### config.mk
export PLATFORM = sky130hd
export DESIGN_NAME = fifo_stream_adapter_flat
export DESIGN_NICKNAME = d
export VERILOG_FILES = /design/src/rtl/fifo_stream_adapter_pkg.sv /design/src/rtl/fifo_stream_adapter_if.sv /design/src/rtl/fifo_stream_adapter_skid_buf3.sv /design/src/rtl/fifo_stream_adapter.sv /design/src/flat_wrapper.sv
export SDC_FILE = /design/constraint.sdc
export NUM_CORES = 1
export LEC_CHECK = 0
export CAP_MARGIN = 20
export CORE_MARGIN = 10
export CORE_UTILIZATION = 40
export CTS_BUF_LIST = sky130_fd_sc_hd__clkbuf_16
export DETAILED_ROUTE_END_ITERATION = 6
export GPL_TIMING_DRIVEN = 0
export PLACE_DENSITY = 0.68
export RECOVER_POWER = 100
export SETUP_SLACK_MARGIN = 0.15
export SYNTH_ARGS = -nofsm -noshare
export SYNTH_HDL_FRONTEND = slang
export SYNTH_SLANG_ARGS = --single-unit
export TNS_END_PERCENT = 20
### constraint.sdc
create_clock -name clk -period 10.16 [get_ports clk]
set_input_delay 2.032 -clock clk [delete_from_list [all_inputs] [get_ports clk]]
set_output_delay 2.032 -clock clk [all_outputs]
set_load 0.005 [all_outputs]
### src/rtl/fifo_stream_adapter_pkg.sv
// Shared constants and helpers for the FIFO read-side stream adapter.
package fifo_stream_adapter_pkg;

    localparam int FIFO_RD_LATENCY    = 1;
    localparam int DEFAULT_DATA_WIDTH = 32;
    localparam int DEFAULT_PKT_CNT_W  = 16;

    // Two slots cover the registered issue decision, plus one per cycle of read latency.
    localparam int SKID_DEPTH = 2 + FIFO_RD_LATENCY;

    function automatic int word_cnt_width(input int pkt_len);
        return ($clog2(pkt_len) > 1) ? $clog2(pkt_len) : 1;
    endfunction

endpackage

### src/rtl/fifo_stream_adapter_if.sv
// Valid/ready stream carrying framed words out of the adapter.
interface fifo_stream_adapter_if
    import fifo_stream_adapter_pkg::*;
#(
    parameter int DATA_WIDTH = DEFAULT_DATA_WIDTH
);

    logic [DATA_WIDTH-1:0] m_data;
    logic                  m_valid;
    logic                  m_ready;
    logic                  m_last;

    modport master (output m_data, m_valid, m_last, input m_ready);
    modport slave  (input m_data, m_valid, m_last, output m_ready);

endinterface

### src/rtl/fifo_stream_adapter_skid_buf3.sv
// Three-entry circular buffer; head_data is the oldest stored word.
module skid_buf3
    import fifo_stream_adapter_pkg::*;
#(
    parameter int DATA_WIDTH = DEFAULT_DATA_WIDTH
) (
    input  logic                  clk,
    input  logic                  rst,
    input  logic                  push,
    input  logic [DATA_WIDTH-1:0] push_data,
    input  logic                  pop,
    output logic [1:0]            occ,
    output logic [DATA_WIDTH-1:0] head_data
);

    logic [DATA_WIDTH-1:0] mem_q [3];
    logic [DATA_WIDTH-1:0] mem_d [3];
    logic [1:0]            rd_ptr_q, rd_ptr_d;
    logic [1:0]            wr_ptr_q, wr_ptr_d;
    logic [1:0]            occ_q, occ_d;
    logic                  do_push, do_pop;

    function automatic logic [1:0] next_ptr(input logic [1:0] ptr);
        return (ptr == 2'd2) ? 2'd0 : ptr + 2'd1;
    endfunction

    always_comb begin
        mem_d    = mem_q;
        rd_ptr_d = rd_ptr_q;
        wr_ptr_d = wr_ptr_q;
        occ_d    = occ_q;
        do_pop   = pop && (occ_q != 2'd0);
        // A push into a full buffer is only legal when the head leaves in the same cycle.
        do_push  = push && ((occ_q != 2'd3) || do_pop);
        if (do_push) begin
            mem_d[wr_ptr_q] = push_data;
            wr_ptr_d        = next_ptr(wr_ptr_q);
        end
        if (do_pop) begin
            rd_ptr_d = next_ptr(rd_ptr_q);
        end
        case ({do_push, do_pop})
            2'b10:   occ_d = occ_q + 2'd1;
            2'b01:   occ_d = occ_q - 2'd1;
            default: occ_d = occ_q;
        endcase
    end

    always_ff @(posedge clk or posedge rst) begin
        if (rst) begin
            mem_q    <= '{default: '0};
            rd_ptr_q <= 2'd0;
            wr_ptr_q <= 2'd0;
            occ_q    <= 2'd0;
        end else begin
            mem_q    <= mem_d;
            rd_ptr_q <= rd_ptr_d;
            wr_ptr_q <= wr_ptr_d;
            occ_q    <= occ_d;
        end
    end

    assign occ       = occ_q;
    assign head_data = mem_q[rd_ptr_q];

endmodule

### src/rtl/fifo_stream_adapter.sv
// Pulls words from a registered-read FIFO into a skid buffer and streams them
// out as fixed-length packets, counting completed packets.
module fifo_stream_adapter
    import fifo_stream_adapter_pkg::*;
#(
    parameter int DATA_WIDTH = DEFAULT_DATA_WIDTH,
    parameter int PKT_LEN    = 8,
    parameter int PKT_CNT_W  = DEFAULT_PKT_CNT_W
) (
    input  logic                     clk,
    input  logic                     rst,
    input  logic                     en,
    input  logic                     fifo_empty,
    output logic                     fifo_rden,
    input  logic [DATA_WIDTH-1:0]    fifo_rddata,
    fifo_stream_adapter_if.master    m_if,
    output logic [PKT_CNT_W-1:0]     pkt_count
);

    localparam int             WCW      = word_cnt_width(PKT_LEN);
    localparam logic [WCW-1:0] LAST_IDX = WCW'(PKT_LEN - 1);

    logic [1:0]            occ;
    logic [DATA_WIDTH-1:0] head_data;
    logic                  inflight_q, inflight_d;
    logic [WCW-1:0]        word_cnt_q, word_cnt_d;
    logic [PKT_CNT_W-1:0]  pkt_count_q, pkt_count_d;
    logic [2:0]            pending;
    logic                  m_valid, m_last, beat;

    skid_buf3 #(
        .DATA_WIDTH (DATA_WIDTH)
    ) u_skid (
        .clk       (clk),
        .rst       (rst),
        .push      (inflight_q),
        .push_data (fifo_rddata),
        .pop       (beat),
        .occ       (occ),
        .head_data (head_data)
    );

    // Stream handshake: a word moves when m_valid && m_ready; while m_valid is high
    // and m_ready low, m_data and m_last stay put because the head only advances on a beat.
    always_comb begin
        pending     = {1'b0, occ} + {2'b00, inflight_q};
        // Issue is decided from registered state only, so m_ready never reaches fifo_rden.
        fifo_rden   = !rst && en && !fifo_empty && (pending < 3'(SKID_DEPTH));
        inflight_d  = fifo_rden;
        m_valid     = (occ != 2'd0);
        m_last      = m_valid && (word_cnt_q == LAST_IDX);
        beat        = m_valid && m_if.m_ready;
        word_cnt_d  = word_cnt_q;
        pkt_count_d = pkt_count_q;
        if (beat) begin
            word_cnt_d = m_last ? '0 : word_cnt_q + WCW'(1);
            if (m_last) begin
                pkt_count_d = pkt_count_q + PKT_CNT_W'(1);
            end
        end
    end

    always_ff @(posedge clk or posedge rst) begin
        if (rst) begin
            inflight_q  <= 1'b0;
            word_cnt_q  <= '0;
            pkt_count_q <= '0;
        end else begin
            inflight_q  <= inflight_d;
            word_cnt_q  <= word_cnt_d;
            pkt_count_q <= pkt_count_d;
        end
    end

    assign m_if.m_data  = head_data;
    assign m_if.m_valid = m_valid;
    assign m_if.m_last  = m_last;
    assign pkt_count    = pkt_count_q;

endmodule

### src/flat_wrapper.sv
// flat-port wrapper written by rule: the top's interface ports become plain ports
module fifo_stream_adapter_flat import fifo_stream_adapter_pkg::*;
#(
    parameter int DATA_WIDTH = DEFAULT_DATA_WIDTH,
    parameter int PKT_LEN    = 8,
    parameter int PKT_CNT_W  = DEFAULT_PKT_CNT_W
)
  (clk, rst, en, fifo_empty, fifo_rden, fifo_rddata, pkt_count, m_if_m_data, m_if_m_valid, m_if_m_last, m_if_m_ready);
  fifo_stream_adapter_if #(.DATA_WIDTH(DATA_WIDTH)) m_if_i ();
  input  logic clk;
  input  logic rst;
  input  logic en;
  input  logic fifo_empty;
  output logic fifo_rden;
  input  logic [DATA_WIDTH-1:0] fifo_rddata;
  output logic [PKT_CNT_W-1:0] pkt_count;
  output wire logic [$bits(m_if_i.m_data)-1:0] m_if_m_data;
  output wire logic [$bits(m_if_i.m_valid)-1:0] m_if_m_valid;
  output wire logic [$bits(m_if_i.m_last)-1:0] m_if_m_last;
  input wire logic [$bits(m_if_i.m_ready)-1:0] m_if_m_ready;
  assign m_if_m_data = m_if_i.m_data;
  assign m_if_m_valid = m_if_i.m_valid;
  assign m_if_m_last = m_if_i.m_last;
  assign m_if_i.m_ready = m_if_m_ready;
  fifo_stream_adapter #(.DATA_WIDTH(DATA_WIDTH), .PKT_LEN(PKT_LEN), .PKT_CNT_W(PKT_CNT_W)) u_core (.clk(clk), .rst(rst), .en(en), .fifo_empty(fifo_empty), .fifo_rden(fifo_rden), .fifo_rddata(fifo_rddata), .m_if(m_if_i), .pkt_count(pkt_count));
endmodule
* Word-level counts from Yosys, hierarchy flattened
Index checks and enable logic that the tools add are counted.
Storage, ports and cells: flip-flop bits (word level) 122, word-level logic and storage cells 52
Operators by class: add/subtract/negate cells 7, $lt $le $gt $ge 4, equal/unequal tests 6, mux-type cells 10, bitwise operators 2, reductions and logical operators 14
Operators with widths (count):
- $bwmux 96 | 1
- $mux 32 | 3
- $bmux 32 s2 | 1
- $demux 32 s2 | 1
- $add 16x1->16 const B | 1
- $logic_and 1x1->1 | 8
- $add 2x1->2 const B | 3
- $eq 2x2->1 const B | 3
- $ge 3x3->1 const B | 2
- $not 2->3 | 2
- $mux 2 | 2
- $pmux 2 s2 | 1
- $reduce_bool 2->1 | 2
- $add 2x1->3 | 1
- $add 3x1->3 const B | 1
- $eq 3x3->1 const B | 1
- $lt 3x1->1 const B | 1
- $lt 3x2->1 const B | 1
- $mux 3 | 1
- $eq 2x1->1 const B | 1
- $logic_not 1->1 | 2
- $ne 2x2->1 const B | 1
- $reduce_and 2->1 | 1
- $sub 2x1->2 const B | 1
- $logic_or 1x1->1 | 1

* Depth between registers and ports, before layout
Gate-level depths: netlist of the first run.
depth in word-level cells 7, gate-level depth with buffers 7, depth with buffers taken out 6

* Hierarchy
Synthesis of the first run repeated with hierarchy kept, for this count alone.
Unflattened totals: cell total of the unflattened synthesis 425, area total of the unflattened synthesis 5715.5 um^2
By module, submodules not included:
- skid_buf3 | instances 1, cells an instance 339, area each 4755.8 um^2
- fifo_stream_adapter | instances 1, cells an instance 86, area each 959.7 um^2

* Worst setup path before layout of the first run
No wires, ideal clock.
path kind input to output, from in rst, to out fifo_rden, arrival 5005 ps, slack 3123 ps, stages 3, path buffers 0, cell sequence inv_1 nand3_1 a21oi_1
Between the ends: word-level cells in the longest chain between the ends 4
RTL lines:
- start: declaration | RTL line flat_wrapper.sv:11 | input logic rst;
- $logic_not 1->1 | RTL line fifo_stream_adapter.sv:48 | fifo_rden = !rst && en && !fifo_empty && (pending < 3'(SKID_DEPTH));
- $logic_and 1x1->1 (3 in a row) | RTL line fifo_stream_adapter.sv:48
- end: declaration | RTL line flat_wrapper.sv:14 | output logic fifo_rden;
No other way between the ends.

* Worst setup path in the final report of the first run
Ends and elaborated chain as after synthesis.

==> impl_metrics.env, run 1 <==
export IMPL_grt_usage=0.133
export IMPL_synthArstFlopShare=1.00
export IMPL_via_per_inst=4.99
export IMPL_synth_area_per_cell_um2=13.5
export IMPL_antenna_found_initial=0
export IMPL_holdWs_ns=0.471
export IMPL_hold_path_class="reg2reg"
export IMPL_setup_tns_ns=0
export IMPL_initialDrtViolationCount=143
export IMPL_grt_max_degree=90
export IMPL_drt_wl_total_mm=12.5
export IMPL_tightestPinTransition_ns=1.62
export IMPL_place_ws_ns=4.50
export IMPL_synth_cell_types=34
export IMPL_io_buffers=87
export IMPL_gp_congestion=0.772
export IMPL_cts_resized=0
export IMPL_grt_pass1_wl_mm=20.9
export IMPL_finalSetupViolations=0
export IMPL_synth_area_um2=5720
export IMPL_crit_fanout=35
export IMPL_rsz0062_at_grt="false"
export IMPL_cp_end_kind="output pin"
export IMPL_drc=0
export IMPL_drive_gt1_frac=0.130
export IMPL_ant_nets=0
export IMPL_synth_area_leaders="dfrtp_1 53%, mux2_4 15%, mux2_2 7.7%, mux2i_1 5.6%, nand2_1 3.0%"
export IMPL_grt_overflow=0
export IMPL_slew_viol_final=35
export IMPL_wl_met1_mm=5.60
export IMPL_layout_min_cycle_time_ns=6.99
export IMPL_area_growth_pct=22.6
export IMPL_synth_largest_area_cell="dfrtp_1"
export IMPL_pin_count=88
export IMPL_maxSlewHeadroom=-0.0862
export IMPL_coreArea_um2=13900
export IMPL_place_area_um2=6840
export IMPL_num_rows=43
export IMPL_dieWidth_um=140
export IMPL_dieArea_um2=19500
export IMPL_clkTransAtPathRegs_ns=0.05
export IMPL_synth_nets=465
export IMPL_dr_pass1_iters=4
export IMPL_wl_met3_um=792
export IMPL_h_tree_depth=4
export IMPL_synth_seq_cells=122
export IMPL_violations="capacitance limit, slew limit"
export IMPL_synth_edf_count=0
export IMPL_clk_insertion_delay_late_ns=0.41
export IMPL_post_drt_wl_per_cell_um=17.3
export IMPL_highest_layer="met4"
export IMPL_cts_setup_buffers=0
export IMPL_leakage_nw=3.26
export IMPL_vias=3591
export IMPL_cts_buffers=17
export IMPL_clock_path_buffers=2
export IMPL_post_dp_hpwl_mm=8.58
export IMPL_synth_top_area_share=0.534
export IMPL_power_density_nw_per_um2=278
export IMPL_first_global_vias=3996
export IMPL_cts_tree="done"
export IMPL_final_util=0.503
export IMPL_outcome="complete, but fails checks"
export IMPL_fp_dieH_um=140
export IMPL_worstPathArrival_ns=4.96
export IMPL_num_antenna_cells=0
export IMPL_path_class="in2out"
export IMPL_synth_flop_cell="dfrtp_1"
export IMPL_hold_viol=0
export IMPL_fmax_mhz=143
export IMPL_fin_nets=572
export IMPL_fin_ws_ns=3.17
export IMPL_clock_skew_ns=0.00699
export IMPL_yosysWarnings=0
export IMPL_root_buffer="clkbuf_16"
export IMPL_met2_length_mm=5.86
export IMPL_seq_area_frac_synth=0.534
export IMPL_finalCritPeriodShare=0.688
export IMPL_ir_drop_mv=0.139
export IMPL_cts_hold_buffers=0
export IMPL_required_ns=8.13
export IMPL_final_area_um2=7010
export IMPL_synth_cells=422
export IMPL_maxCapViolations=1
export IMPL_numClockSinks=122
export IMPL_start_util=0.410
export IMPL_start_kind="input pin"
==> registers in the layout, summed over array words and instances, names as in the netlist <==
name / count
u_core.inflight_q: 1
u_core.pkt_count: 16
u_core.u_skid.mem_q: 96
u_core.u_skid.occ: 2
u_core.u_skid.rd_ptr_q: 2
u_core.u_skid.wr_ptr_q: 2
u_core.word_cnt_q: 3
==> cells in the final DEF (no fill, tap or decap), types with 5 or more instances in the layout <==
cell / synthesis / final
dfrtp_1: 122 / 122
mux2_1: 0 / 54
dlygate4sd3_1: 0 / 52
nand2_1: 46 / 46
mux2_2: 39 / 39
o21ai_0: 33 / 35
clkdlybuf4s50_1: 0 / 35
mux2i_1: 32 / 32
clkbuf_1: 8 / 21
clkbuf_16: 0 / 17
xnor2_1: 10 / 10
inv_1: 3 / 8
xor2_1: 8 / 8
nand3_1: 7 / 7
nor2_1: 7 / 7
ha_1: 6 / 6
mux2_4: 59 / 5
clkinv_1: 0 / 5
==> routing by layer <==
metal | vias to the layer above | global-route usage
li1 | 1687 | -
met3 | 17 | 0.0531
met2 | 79 | 0.206
met4 | 0 | 0.0576
met5 | - | 0
met1 | 1808 | 0.161
==> path summary, 6_finish.rpt <==
path	startpoint	endpoint	slack [ns]	cells past startpoint
max	rst	fifo_rden	3.17	5
min	u_core.pkt_count[15]	u_core.pkt_count[15]	0.47	1
max reg2reg	u_core.u_skid.occ[1]	u_core.u_skid.mem_q[57]	7.53	6
min reg2reg	u_core.pkt_count[15]	u_core.pkt_count[15]	0.47	1
max in group asynchronous	rst	u_core.u_skid.mem_q[50]	6.66	3
min in group asynchronous	rst	u_core.pkt_count[12]	2.46	2
==> critical path: stages <==
cell and delay (ns):
dlygate4sd3_1 0.54, clkinvlp_2 1.24, nand3_1 0.47, a21oi_1 0.09, dlygate4sd3_1 0.60
==> where the power goes <==
part           total (mW)  switching [mW]  internal, mW
sequential          0.779           0.102         0.676
clock               0.490           0.194         0.296
combinational       0.680           0.302         0.378
==> synth_stat cells (all sizes together) (2+ instances only) <==
cell type	n
dfrtp	122
mux2	98
nand2	47
o21ai	35
mux2i	32
buf	16
xnor2	10
clkbuf	8
xor2	8
nand3	7
nor2	7
ha	6
inv	3
nand4	3
nor3	3
nand2b	2
nor4	2
or3	2
or3b	2
==> stage by stage <==
step / power (mW) / std cells
global route: 2.08 / 720
CTS: 2.11 / 720
detailed placement: 1.60 / 690
finish: 1.95 / 720
floorplan: 1.24 / 422
global placement: 1.57 / 689
==> final cells by class <==
| class | count | area (um2) |
|---|---|---|
| repair buffers | 88 | 898 |
| clock inverters | 13 | 51.3 |
| clock buffers | 17 | 425 |
| fillers | 1240 | 6930 |
| flip-flops and latches | 122 | 3050 |
| multi-input cells | 273 | 2240 |
| plain buffers | 24 | 100 |
| inverters | 3 | 12.5 |
| well taps | 180 | 225 |
==> cells by family after synthesis <==
family | share of synthesized area
fa+ha+maj | 0.0131
mux | 0.288
xor+xnor | 0.0276
flops | 0.534
compound gates | 0.0374
buf+inv | 0.0379
simple gates | 0.0620
Power figures use the tool's default switching activity.
==> run 2, diff against run 1 <==
- clock period: 10.16 -> 6.9 ns (I/O delays scaled with it)
==> run 2 against run 1 <==
  * The flow now finishes without violations
  * Clock power is 47% higher
  * Register-to-register slack worse by 3.3 ns
  * Sequential share of layout area hardly changed
  * Cell count stayed put
  * Worst hold slack hardly changed
  * Cell area hardly changed
  * Largest power group unchanged
  * Highest routed layer unchanged
==> impl_metrics.env, run 2 (synthesis gave the netlist of run 1 again) <==
export IMPL_outcome="finished, final reports clean"
export IMPL_antenna_found_initial=0
export IMPL_reg2reg_depth=6
export IMPL_fin_nets=572
export IMPL_first_global_vias=3996
export IMPL_num_fill_cells=1240
export IMPL_cts_setup_buffers=0
export IMPL_initialDrtViolationCount=143
export IMPL_holdPathEnd="u_core.pkt_count[15]"
export IMPL_fp_dieH_um=140
export IMPL_largest_reg_flops=96
export IMPL_cts_tree="done"
export IMPL_reg2reg_from="u_core.u_skid.occ[1]"
export IMPL_h_tree_depth=4
export IMPL_reg2reg_to="u_core.u_skid.mem_q[57]"
export IMPL_required_ns=5.52
export IMPL_power_density_nw_per_um2=409
export IMPL_path_class="in2out"
export IMPL_slew_viol_final=0
export IMPL_place_ws_ns=2.54
export IMPL_gp_congestion=0.772
export IMPL_holdCritStartpoint="u_core.pkt_count[15]"
export IMPL_drive_gt1_frac=0.130
export IMPL_grt_pass1_wl_mm=20.9
export IMPL_layout_min_cycle_time_ns=4.51
export IMPL_clkTransAtPathRegs_ns=0.05
export IMPL_maxCapViolations=0
export IMPL_finalSetupViolations=0
export IMPL_place_area_um2=6840
export IMPL_root_buffer="clkbuf_16"
export IMPL_hold_viol=0
export IMPL_setup_tns_ns=0
export IMPL_clock_path_buffers=2
export IMPL_finalNonFillerCells=720
export IMPL_crit_fanout=35
export IMPL_clock_skew_ns=0.00696
export IMPL_post_dp_hpwl_mm=8.58
export IMPL_numClockSinks=122
export IMPL_num_rows=43
export IMPL_dieArea_um2=19500
export IMPL_coreArea_um2=13900
export IMPL_worstPathArrival_ns=3.13
export IMPL_cp_end_kind="output pin"
export IMPL_whs_path_depth=1
export IMPL_dieWidth_um=140
export IMPL_ant_nets=0
export IMPL_start_kind="input pin"
export IMPL_placed_cells=690
export IMPL_num_antenna_cells=0
export IMPL_grt_max_degree=90
export IMPL_start_util=0.410
export IMPL_clk_insertion_delay_late_ns=0.41
export IMPL_post_drt_wl_per_cell_um=17.4
export IMPL_grt_usage=0.133
export IMPL_cts_buffers=17
export IMPL_final_area_um2=7010
export IMPL_drc=0
export IMPL_fmax_mhz=222
export IMPL_cts_resized=0
export IMPL_ir_drop_mv=0.204
export IMPL_top_register="u_core.u_skid.mem_q"
export IMPL_r2r_slack_ns=4.27
export IMPL_fin_ws_ns=2.39
export IMPL_mostFrequentLayoutCell="dfrtp_1"
export IMPL_maxSlewHeadroom=0.360
export IMPL_hold_path_class="reg2reg"
export IMPL_pin_count=88
export IMPL_dr_pass1_iters=4
export IMPL_cts_hold_buffers=0
export IMPL_via_per_inst=4.99
export IMPL_vias=3594
export IMPL_grt_overflow=0
export IMPL_rsz0062_at_grt="false"
export IMPL_area_growth_pct=22.6
export IMPL_final_cell_mix="122 x dfrtp_1, 54 x mux2_1, 52 x dlygate4sd3_1, 46 x nand2_1, 39 x mux2_2"
export IMPL_io_buffers=87
export IMPL_drt_wl_total_mm=12.5
export IMPL_tightestPinTransition_ns=0.950
export IMPL_leakage_nw=3.26
export IMPL_finalCritPeriodShare=0.654
## run 2: cell types whose count changed in the layout (fill, tap and decap cells not counted), sizes merged
cell      previous run  this run
inv                  8         9
clkinvlp             1         0
## run 2: layout make-up
class                           count  area [um2]  share of cell area
Buffer                             24         100              0.0143
Clock buffer                       17         425              0.0607
Clock inverter                     13        51.3             0.00732
Inverter                            3        16.3             0.00232
Multi-Input combinational cell    273        2240               0.320
Sequential cell                   122        3050               0.436
Tap cell                          180         225              0.0321
Timing Repair Buffer               88         898               0.128
## run 2: critical path, cell delays in order
cell and delay (ns):
dlygate4sd3_1 0.59, inv_6 0.29, nand3_1 0.12, a21oi_1 0.15, dlygate4sd3_1 0.60
## run 2: per-layer routing
metal  GRT usage  share of wire  wire (um)
met1       0.161           0.45       5610
met2       0.206           0.47       5870
met3      0.0531          0.063        790
met4      0.0576          0.019        233
met5           0              0          0
## run 2: where the power goes
part	internal (mW)	switching (mW)
logic	0.556	0.445
registers	0.996	0.151
clock network	0.436	0.286
## run 2: worst max path at each step
stage / from / endpoint / slack [ns] / cells past startpoint
2_1_floorplan: rst / fifo_rden / 1.17 / 3
3_3_place_gp: rst / fifo_rden / -0.74 / 5
3_5_place_dp: rst / fifo_rden / 2.54 / 5
4_1_cts: rst / fifo_rden / 2.52 / 5
5_1_grt: rst / fifo_rden / 2.27 / 5
6_report: rst / fifo_rden / 2.39 / 5
## run 2: per-stage QoR
stage / power [mW] / utilization / hold slack (ns)
floorplan: 1.83 / - / 0.454
global placement: 2.32 / 0.489 / 0.468
detailed placement: 2.36 / 0.491 / 0.467
CTS: 3.10 / 0.525 / 0.481
global route: 3.06 / 0.503 / 0.503
finish: 2.87 / 0.503 / 0.471
==> run 3, diff against run 2 <==
- clock period: 6.9 -> 4.5 ns (I/O delays scaled with it)
==> run 3 against run 2 <==
  * The run now ends with capacitance limit, slew limit left
  * Clock power rose by 73%
  * Worst setup slack lost 1.8 ns
  * Combinational power rose by 54%
  * Highest routed layer unchanged
==> impl_metrics.env, run 3 (synthesis gave the netlist of run 1 again) <==
export IMPL_outcome="complete, but fails checks"
export IMPL_violations="capacitance limit, slew limit"
export IMPL_first_global_vias=3954
export IMPL_clk_insertion_delay_late_ns=0.41
export IMPL_cts_setup_buffers=0
export IMPL_vias=3583
export IMPL_top_register="u_core.u_skid.mem_q"
export IMPL_fin_nets=574
export IMPL_dieArea_um2=19500
export IMPL_cts_hold_buffers=0
export IMPL_cts_buffers=17
export IMPL_pin_count=88
export IMPL_area_growth_pct=24.2
export IMPL_initialDrtViolationCount=195
export IMPL_drt_wl_total_mm=12.5
export IMPL_largest_reg_flops=96
export IMPL_totalPowerFinal_mw=4.55
export IMPL_setup_tns_ns=0
export IMPL_antenna_found_initial=0
export IMPL_worstPathArrival_ns=3.06
export IMPL_layout_min_cycle_time_ns=3.96
export IMPL_r2r_slack_ns=1.87
export IMPL_ant_nets=0
export IMPL_rsz0062_at_grt="false"
export IMPL_power_density_nw_per_um2=641
export IMPL_grt_usage=0.134
export IMPL_fp_dieH_um=140
export IMPL_num_rows=43
export IMPL_ir_drop_mv=0.314
export IMPL_reg2reg_depth=7
export IMPL_mostFrequentLayoutCell="dfrtp_1"
export IMPL_clock_skew_ns=0.00763
export IMPL_tightestPinTransition_ns=1.90
export IMPL_fmax_mhz=253
export IMPL_grt_overflow=0
export IMPL_required_ns=3.60
export IMPL_drive_gt1_frac=0.140
export IMPL_reg2reg_from="u_core.u_skid.occ[0]"
export IMPL_coreArea_um2=13900
export IMPL_place_area_um2=6880
export IMPL_num_antenna_cells=0
export IMPL_drc=0
export IMPL_finalSetupViolations=0
export IMPL_holdPathEnd="u_core.pkt_count[15]"
export IMPL_io_buffers=87
export IMPL_cp_end_kind="output pin"
export IMPL_hold_viol=0
export IMPL_final_cell_mix="122 x dfrtp_1, 54 x mux2_1, 51 x dlygate4sd3_1, 46 x nand2_1, 39 x mux2_2"
export IMPL_clock_path_buffers=2
export IMPL_path_class="in2out"
export IMPL_numClockSinks=122
export IMPL_via_per_inst=4.95
export IMPL_hold_path_class="reg2reg"
export IMPL_crit_fanout=23
export IMPL_maxSlewHeadroom=-0.268
export IMPL_final_area_um2=7100
export IMPL_maxCapViolations=1
export IMPL_slew_viol_final=37
export IMPL_grt_pass1_wl_mm=21.2
export IMPL_start_util=0.410
export IMPL_reg2reg_to="u_core.u_skid.mem_q[79]"
export IMPL_dr_pass1_iters=4
export IMPL_cts_tree="done"
export IMPL_root_buffer="clkbuf_16"
export IMPL_leakage_nw=3.29
export IMPL_dieWidth_um=140
export IMPL_whs_path_depth=1
export IMPL_post_drt_wl_per_cell_um=17.3
export IMPL_post_dp_hpwl_mm=8.78
export IMPL_clkTransAtPathRegs_ns=0.05
export IMPL_crit_start="rst"
export IMPL_grt_max_degree=45
export IMPL_start_kind="input pin"
export IMPL_finalCritPeriodShare=0.880
export IMPL_num_fill_cells=1247
export IMPL_cts_resized=0
export IMPL_gp_congestion=0.798
export IMPL_h_tree_depth=4
export IMPL_holdCritStartpoint="u_core.pkt_count[15]"
-- run 3: cell types whose count changed in the layout (fill, tap and decap cells not counted), sizes merged --
cell           previous run  this run
buf                       4         5
clkinvlp                  0         2
clkdlybuf4s50            35        36
clkinv                    7         9
inv                       9         5
clkbuf                   38        39
bufinv                    0         2
dlygate4sd3              52        51
-- run 3: worst max path at each step --
| stage | end | slack (ns) | cells after the start |
|---|---|---|---|
| 6_report | fifo_rden | 0.54 | 6 |
| 5_1_grt | fifo_rden | 0.37 | 6 |
| 4_1_cts | fifo_rden | 0.66 | 6 |
| 3_5_place_dp | fifo_rden | 0.67 | 6 |
| 3_3_place_gp | fifo_rden | -1.11 | 5 |
| 2_1_floorplan | fifo_rden | 0.57 | 3 |
-- run 3: layer usage --
metal  GRT usage  up-vias  share of wire
li1            -     1693              -
met1       0.163     1811           0.45
met2       0.212       73           0.48
met3      0.0582        6          0.060
met4      0.0375        0         0.0064
met5           0        -              0
-- run 3: critical path: stages --
cell           delay [ns]
dlygate4sd3_1        0.58
clkinvlp_4           0.48
buf_16               0.37
nand3_1              0.09
a21oi_1              0.05
dlygate4sd3_1        0.59
-- run 3: cell type report --
type                    instances  area [um2]  share of cell area
flip-flops and latches        122        3050               0.430
clock inverters                15         118              0.0166
inverters                       3        15.0             0.00212
plain buffers                  24         100              0.0141
clock buffers                  17         425              0.0599
well taps                     180         225              0.0317
multi-input cells             273        2240               0.316
repair buffers                 90         922               0.130
-- run 3: report_power, final --
part | internal (mW) | total (mW) | switching [mW] | leakage [nW]
Sequential | 1.53 | 1.76 | 0.229 | 1.55
Clock | 0.792 | 1.25 | 0.460 | 0.277
Combinational | 0.856 | 1.54 | 0.685 | 1.46
Total | 3.17 | 4.55 | 1.37 | 3.29
-- run 3: metrics by stage --
stage / setup slack (ns) / cells / util / hold WS, ns
final: 0.541 / 724 / 0.509 / 0.470
after global routing: 0.367 / 724 / 0.509 / 0.502
after CTS: 0.665 / 724 / 0.533 / 0.483
after detailed placement: 0.668 / 692 / 0.494 / 0.465
after global placement: -1.11 / 689 / 0.489 / 0.461
after floorplan: 0.572 / 422 / - / 0.454
==> RTL change, RTL diff (flow settings as in run 3) <==
`PKT_LEN` is set to 8 in 2 places; all go to 4.
--- a/src/rtl/fifo_stream_adapter.sv
+++ b/src/rtl/fifo_stream_adapter.sv
@@ -5,5 +5,5 @@
 #(
     parameter int DATA_WIDTH = DEFAULT_DATA_WIDTH,
-    parameter int PKT_LEN    = 8,
+    parameter int PKT_LEN    = 4,
     parameter int PKT_CNT_W  = DEFAULT_PKT_CNT_W
 ) (
--- a/src/flat_wrapper.sv
+++ b/src/flat_wrapper.sv
@@ -3,5 +3,5 @@
 #(
     parameter int DATA_WIDTH = DEFAULT_DATA_WIDTH,
-    parameter int PKT_LEN    = 8,
+    parameter int PKT_LEN    = 4,
     parameter int PKT_CNT_W  = DEFAULT_PKT_CNT_W
 )
Function: changed (Yosys sat finds a counterexample within 10 cycles, from zero or initial values and one cycle with rst high).
==> RTL change against run 3 <==
The flow still finishes with violations (capacitance limit, slew limit). Die area down 0.57%. Routed wire length up 3.0%. Sequential cell count down 1. Worst setup slack better by 0.13 ns. Clock skew up 0.0022 ns. Area after synthesis down 0.66%. Critical path depth down 1. Power up 3.2%. Final area down 0.26%. First-iteration DRC count down 9.2%. Critical endpoint unchanged. Largest cell class unchanged.
==> RTL change: results (changes against run 3) <==
• 457 — post-synth net total, was 465
• 33 — Max Slew Vio Count, was 37
• 53.3% — area share of the largest cell type after synthesis, was 53.4%
• 14 — crit path max fanout, was 23
• 1350 µW — clock group power, was 1250 µW
• 22.3% — met2 track utilization from global routing, was 21.2%
• 15.3% — fraction of final layout cells sized beyond drive strength 1, was 14.0%
• 35 — Unique masters post-synth, was 34
• finished, violations left — run status, unchanged
• 1.84 ns — transition time at the pin with the least slew margin, was 1.90 ns
• 18.0 µm — average wire per standard cell, was 17.3 µm
• 1 — Max Cap Viol, unchanged
• 16.1% — met1 layer usage reported by global route, was 16.3%
• dfrtp_1 53%, mux2_4 16%, mux2_2 7.9% — most area-consuming cells after synthesis, was dfrtp_1 53%, mux2_4 15%, mux2_2 7.7%
• capacitance limit, slew limit — violations in the final reports, unchanged
• 121 x dfrtp_1, 59 x mux2_4, 44 x nand2_1 — top cells by count, synth, was 122 x dfrtp_1, 59 x mux2_4, 46 x nand2_1
• 21600 µm — wire length of the first global-routing pass, was 21200 µm
• 0.746 — GP Congestion, was 0.798
• 6840 µm² — placed cell areas, was 6880 µm²
• 817 µm — routed wire length on met3, was 749 µm
• 566 — count of nets after finishing, was 574
• 1.12 ns — placement-stage worst setup slack, was 0.668 ns
• 2.93 ns — arrival time worst endpoint, was 3.06 ns
• 3260 µW — design internal power, was 3170 µW
• 13.8% — gr usage total, was 13.4%
## RTL change: cell types whose count changed after synthesis
cell      before  now
mux2_2        39   40
o21ai_2        1    0
o21ai_4        0    1
dfrtp_1      122  121
or3_4          0    1
nor4_1         2    1
or3_1          2    1
nand2_1       46   44
nor4_2         0    1
o21ai_0       33   31
nand2b_1       2    0
ha_1           6    5
## RTL change: area by class of cell
| class | instances | area [µm²] |
|---|---|---|
| repair buffers | 90 | 915 |
| clock buffers | 17 | 425 |
| inverters | 3 | 12.5 |
| clock inverters | 15 | 161 |
| well taps | 180 | 225 |
| fillers | 1235 | 6800 |
| plain buffers | 24 | 100 |
| multi-input cells | 267 | 2210 |
| flip-flops and latches | 121 | 3030 |
## RTL change: kinds of logic (layout without fill, tap and decap cells)
family / count (synthesis) / count (layout) / share of synthesized area, %
adders and majority gates: 5 / 5 / 1.10
muxes: 131 / 131 / 29.2
AOI/OAI and AO/OA: 38 / 38 / 3.72
buffers and inverters: 27 / 149 / 3.81
DFF: 121 / 121 / 53.3
and+or+nand+nor: 75 / 75 / 6.08
xor gates and xnor gates: 18 / 18 / 2.78
## RTL change: worst paths after layout
kind | from | to | slack (ns)
max | rst | fifo_rden | 0.67
min | u_core.pkt_count[15]$_DFFE_PP0P_ | u_core.pkt_count[15]$_DFFE_PP0P_ | 0.47
max reg2reg | u_core.u_skid.occ[0]$_DFFE_PP0P_ | u_core.u_skid.mem_q[45]$_DFFE_PP0P_ | 1.83
min reg2reg | u_core.pkt_count[15]$_DFFE_PP0P_ | u_core.pkt_count[15]$_DFFE_PP0P_ | 0.47
max in group asynchronous | rst | u_core.u_skid.mem_q[75]$_DFFE_PP0P_ | 1.39
min in group asynchronous | rst | u_core.pkt_count[14]$_DFFE_PP0P_ | 1.01
